===== src/rtl/ram_fifo_ctrl_pkg.sv =====
// Shared types and default sizing for the RAM-backed FIFO controller.
package ram_fifo_ctrl_pkg;

    localparam int DEF_DATA_WIDTH   = 16;
    localparam int DEF_ADDR_WIDTH   = 5;
    localparam int DEF_AFULL_MARGIN = 4;

    // Output stage: EMPTY has no head word on rd_data, VALID holds one.
    typedef enum logic {
        EMPTY = 1'b0,
        VALID = 1'b1
    } state_e;

endpackage


===== src/rtl/single_port_ram.sv =====
// Simple RAM with separate read/write addresses and a registered read address
// (one cycle read latency, no reset on storage).
module single_port_ram #(
    parameter int DATA_WIDTH = 16,
    parameter int ADDR_WIDTH = 5
) (
    input  logic                  clk,
    input  logic                  we,
    input  logic [ADDR_WIDTH-1:0] wraddr,
    input  logic [DATA_WIDTH-1:0] wrdata,
    input  logic [ADDR_WIDTH-1:0] rdaddr,
    output logic [DATA_WIDTH-1:0] q
);

    localparam int DEPTH = 2**ADDR_WIDTH;

    logic [DATA_WIDTH-1:0] mem [0:DEPTH-1];
    logic [ADDR_WIDTH-1:0] rdaddr_q;

    always_ff @(posedge clk) begin
        if (we) begin
            mem[wraddr] <= wrdata;
        end
        rdaddr_q <= rdaddr;
    end

    assign q = mem[rdaddr_q];

endmodule


===== src/rtl/ram_fifo_ctrl.sv =====
// FIFO controller over a 1-cycle-latency RAM: the head word is prefetched into
// the RAM output so rd_data is valid whenever rd_valid is high.
module ram_fifo_ctrl
    import ram_fifo_ctrl_pkg::*;
#(
    parameter int DATA_WIDTH  = DEF_DATA_WIDTH,
    parameter int ADDR_WIDTH  = DEF_ADDR_WIDTH,
    parameter int AFULL_LEVEL = (2**ADDR_WIDTH) - DEF_AFULL_MARGIN
) (
    input  logic                  clk,
    input  logic                  rst_n,
    input  logic                  flush,
    input  logic                  wr_valid,
    input  logic [DATA_WIDTH-1:0] wr_data,
    output logic                  wr_ready,
    output logic                  rd_valid,
    output logic [DATA_WIDTH-1:0] rd_data,
    input  logic                  rd_ready,
    output logic [ADDR_WIDTH:0]   count,
    output logic                  full,
    output logic                  empty,
    output logic                  almost_full
);

    localparam int DEPTH = 2**ADDR_WIDTH;
    localparam logic [ADDR_WIDTH:0]   DEPTH_C = (ADDR_WIDTH+1)'(DEPTH);
    localparam logic [ADDR_WIDTH:0]   AFULL_C = (ADDR_WIDTH+1)'(AFULL_LEVEL);
    localparam logic [ADDR_WIDTH:0]   CNT_ONE = (ADDR_WIDTH+1)'(1);
    localparam logic [ADDR_WIDTH-1:0] PTR_ONE = ADDR_WIDTH'(1);

    state_e                state_q, state_d;
    logic [ADDR_WIDTH-1:0] wr_ptr_q, wr_ptr_d;
    logic [ADDR_WIDTH-1:0] rd_ptr_q, rd_ptr_d;
    logic [ADDR_WIDTH:0]   pending_q, pending_d;
    logic [ADDR_WIDTH:0]   count_q, count_d;

    logic                  push, pop, fetch, we;
    logic [ADDR_WIDTH-1:0] rdaddr;

    assign full        = (count_q == DEPTH_C);
    assign empty       = (count_q == '0);
    assign almost_full = (count_q >= AFULL_C);
    assign count       = count_q;
    assign wr_ready    = !full;
    assign rd_valid    = (state_q == VALID);

    assign push  = wr_valid & wr_ready;
    assign pop   = rd_valid & rd_ready;
    assign fetch = (pending_q != '0) && ((state_q == EMPTY) || pop);
    assign we    = push & ~flush & rst_n;

    // Without a fetch, keep re-reading the current head (one behind rd_ptr)
    // so rd_data stays stable while the consumer stalls.
    assign rdaddr = fetch ? rd_ptr_q : (rd_ptr_q - PTR_ONE);

    always_comb begin
        state_d   = state_q;
        wr_ptr_d  = wr_ptr_q;
        rd_ptr_d  = rd_ptr_q;
        pending_d = pending_q;
        count_d   = count_q;
        if (flush) begin
            state_d   = EMPTY;
            wr_ptr_d  = '0;
            rd_ptr_d  = '0;
            pending_d = '0;
            count_d   = '0;
        end else begin
            if (push)  wr_ptr_d = wr_ptr_q + PTR_ONE;
            if (fetch) rd_ptr_d = rd_ptr_q + PTR_ONE;

            case ({push, fetch})
                2'b10:   pending_d = pending_q + CNT_ONE;
                2'b01:   pending_d = pending_q - CNT_ONE;
                default: pending_d = pending_q;
            endcase

            case ({push, pop})
                2'b10:   count_d = count_q + CNT_ONE;
                2'b01:   count_d = count_q - CNT_ONE;
                default: count_d = count_q;
            endcase

            case (state_q)
                EMPTY:   if (fetch)        state_d = VALID;
                VALID:   if (pop && !fetch) state_d = EMPTY;
                default: state_d = EMPTY;
            endcase
        end
    end

    always_ff @(posedge clk or negedge rst_n) begin
        if (!rst_n) begin
            state_q   <= EMPTY;
            wr_ptr_q  <= '0;
            rd_ptr_q  <= '0;
            pending_q <= '0;
            count_q   <= '0;
        end else begin
            state_q   <= state_d;
            wr_ptr_q  <= wr_ptr_d;
            rd_ptr_q  <= rd_ptr_d;
            pending_q <= pending_d;
            count_q   <= count_d;
        end
    end

    single_port_ram #(
        .DATA_WIDTH (DATA_WIDTH),
        .ADDR_WIDTH (ADDR_WIDTH)
    ) u_ram (
        .clk    (clk),
        .we     (we),
        .wraddr (wr_ptr_q),
        .wrdata (wr_data),
        .rdaddr (rdaddr),
        .q      (rd_data)
    );

endmodule


===== config.mk =====
export PLATFORM = sky130hd
export DESIGN_NAME = ram_fifo_ctrl
export DESIGN_NICKNAME = d
export VERILOG_FILES = /design/src/rtl/ram_fifo_ctrl_pkg.sv /design/src/rtl/single_port_ram.sv /design/src/rtl/ram_fifo_ctrl.sv
export SDC_FILE = /design/constraint.sdc
export NUM_CORES = 1
export LEC_CHECK = 0
export CAP_MARGIN = 20
export CORE_MARGIN = 3
export CORE_UTILIZATION = 60
export DETAILED_ROUTE_END_ITERATION = 10
export PLACE_DENSITY = 0.78
export SKIP_LAST_GASP = 1
export SYNTH_ARGS = -nofsm -noshare
export SYNTH_HDL_FRONTEND = slang
export SYNTH_SLANG_ARGS = --single-unit

===== constraint.sdc =====
create_clock -name clk -period 7 [get_ports clk]
set_input_delay 1.4 -clock clk [delete_from_list [all_inputs] [get_ports clk]]
set_output_delay 1.4 -clock clk [all_outputs]
set_load 0.05 [all_outputs]

==> impl_metrics.yaml <==
outcome:
  outcome: "completed"
synth:
  synth_top_area_share_pct: 72.47
  ys_seq_elements: 540
  synth_area_leader_cell: "edfxtp_1"
  synth_ff_type: "edfxtp_1"
  synth_area_mm2: 0.02122
  syn_avg_cell_area_um2: 22.17
  ys_warn_count: 0
  synth_area_leaders: "edfxtp_1, mux4_2, dfrtp_1, nor2_1, mux2_2"
  yosys.cell_types.count: 50
  synth_nets: 990
  async_flop_share_pct: 4.259
  postSynthCellCount: 957
  yosysSeqAreaShare_pct: 75.65
  synth_edf_count: 512
clock_tree:
  clk_pin_slew_ps: 60
  insertion_delay_ps: 570
  cts_sinks: 540
  hold_buffers: 0
  cts_setup_buffers: 0
  cts-root-buf: "clkbuf_16"
  cts_tree: "done"
  clockBufferDepth: 3
  cts_made_buffers: 51
  ctsResizeCount: 0
  h-tree-depth: 2
flow_run:
  maxCapViolCount: 0
sta:
  period_share_pct: 78.31
  layout_min_cycle_time_ps: 5482
  tns_ps: 0
  tightest_slew_ps: 1154
  hold_viol: 0
  drv_slew: 0
  max_slew_margin_pct: 22.99
  rsz0062_at_grt: "false"
  clock.fmax_mhz: 182.4
  setup_viol: 0
  skew_ps: 21.87
final_layout:
  fin_util_pct: 70.82
  diodes: 0
  areaGrowthSynthToFinish_pct: 15.88
  fillers: 1966
  nNetsFinal: 1097
  drive_gt1_share_pct: 31.92
worst_hold_path:
  holdPathStages: 1
  hp-class: "register to register"
die:
  core_area_mm2: 0.03471
  rows: 68
  die_h_um: 194.0
  fp.dieW_um: 194.0
  pin_count: 48
  dieArea_mm2: 0.03765
  start_util_pct: 61.12
critical_path:
  end_kind: "output pin"
  slowest_stage: "dfxtp_4"
  cp_num_buf_inv: 2
  reg2reg_depth: 6
  crit_chain: "buf_12, mux4_2, mux4_2, mux2_2, clkdlybuf4s50_1"
  rrSetupSlack_ps: 3690
  rr_endpoint: "u_ram.mem[2][4]"
  critPathLaunchType: "register"
  path_max_fanout: 42
  required_ps: 5600
  crit_path_frequent_cell: "mux4_2"
  cp.arrival_ps: 4080
  max_stage_delay_ps: 900
  cp.depth: 5
  crit_type: "register to output pin"
  endpoint: "rd_data[8]"
  cp_top_family: "multiplexers"
  r2r-start: "count[2]"
drt:
  drc: 0
  drt_wl_total_um: 47360
  viasPerCell: 6.667
  vias: 10407
  ant_nets: 0
  routedWlPerCell_um: 30.34
  drtIter0Drc: 1094
  drt-pass1-iter-count: 5
pwr:
  vdd_ir_drop_max_uv: 383.7
  powerDensity_mw_per_mm2: 385.1
  total_leakage_power_uw: 0.007875
global_route:
  grt_pass1_wl_um: 71260
  grt_pass1_vias: 10712
  grt_overflow: 0
  antenna_found_initial: 1
  track_usage_pct: 25.70
  grt_max_degree: 62
place:
  dp_hpwl_um: 26560
  gp_congestion: 0.8112
  port_buffers: 47
routing by layer:
metal | part of all wire (%) | vias up | global-route usage [%]
met1 | 36 | 5475 | 34.33
met5 | 0.027 | - | 0
met4 | 3.1 | 2 | 8.165
met3 | 8.2 | 109 | 4.692
met2 | 53 | 588 | 43.91
li1 | - | 4233 | -
synthesized netlist by cell type (3+ instances only):
cell      count
a21oi_1      11
buf_2        13
buf_4         3
clkbuf_1     29
dfrtp_1      23
dfxtp_1       5
edfxtp_1    512
ha_1         12
inv_1         8
mux2_2       16
mux4_2      160
nand2_1      25
nand2b_1      5
nand3_1       4
nand3b_1      3
nand4_1       4
nor2_1       57
nor3_1        4
nor4_1        5
o21ai_0       4
or3_1         5
xnor2_1       7
xor2_1       13
sequential cells by signal (all words and copies together) (netlist names), named ones only:
signal / cells
u_ram.mem: 512
count: 6
wr_ptr_q: 5
pending_q: 6
rd_ptr_q: 5
rd_valid: 1
worst min path at each step:
| stage | start | end | slack [ps] |
|---|---|---|---|
| floorplan | rd_ptr_q[4] | register | 470 |
| global placement | rd_ptr_q[4] | register | 480 |
| detailed placement | rd_ptr_q[4] | register | 480 |
| CTS | rd_ptr_q[4] | register | 490 |
| global route | rd_ptr_q[4] | register | 520 |
| finish | rd_ptr_q[4] | register | 500 |
metrics by stage:
stage                     hold slack [ps]  instances  instance area, um^2  total power, uW  worst slack (ps)
after global placement              477.7       1443                22410             6710              2079
final                               495.8       1561                24580             9467              1518
after global routing                523.4       1561                24580             9791              1322
after CTS                           489.4       1546                24250             9529              1441
after floorplan                     466.2        957                21220             5887              3427
after detailed placement            481.1       1451                22550             6744              2067
layout make-up:
class	instances	area (um^2)	area share [%]
Inverter	8	30.03	0.1221
Clock inverter	27	249.0	1.013
Sequential cell	540	16060	65.33
Clock buffer	68	1453	5.909
Tap cell	455	569.3	2.316
Multi-Input combinational cell	363	5015	20.40
Timing Repair Buffer	100	1209	4.916
power by group:
group | internal, uW | leakage [uW] | switching (uW) | total, uW
logic | 1380 | 0.00208 | 1460 | 2850
registers | 3590 | 0.00496 | 275 | 3870
clock network | 1610 | 0.000837 | 1150 | 2750
total | 6580 | 0.00787 | 2890 | 9470
logic make-up after synthesis:
logic type	share of synthesized area, %
buffers and inverters	1.085
AOI/OAI and AO/OA	1.174
muxes	17.88
and+or+nand+nor	2.672
adders and majority gates	0.7077
DFF	75.65
xor gates and xnor gates	0.8257
cell usage in the layout (no fill, tap or decap), types with 13 or more instances in the layout:
master	netlist	layout
buf_4	3	27
clkbuf_16	0	56
clkdlybuf4s50_1	0	47
dfrtp_1	23	23
edfxtp_1	512	512
mux2_2	16	16
mux4_2	160	160
nand2_1	25	25
nor2_1	57	25
nor2_2	0	32
xor2_1	13	13
No activity file was read; power rests on OpenSTA's default activity.
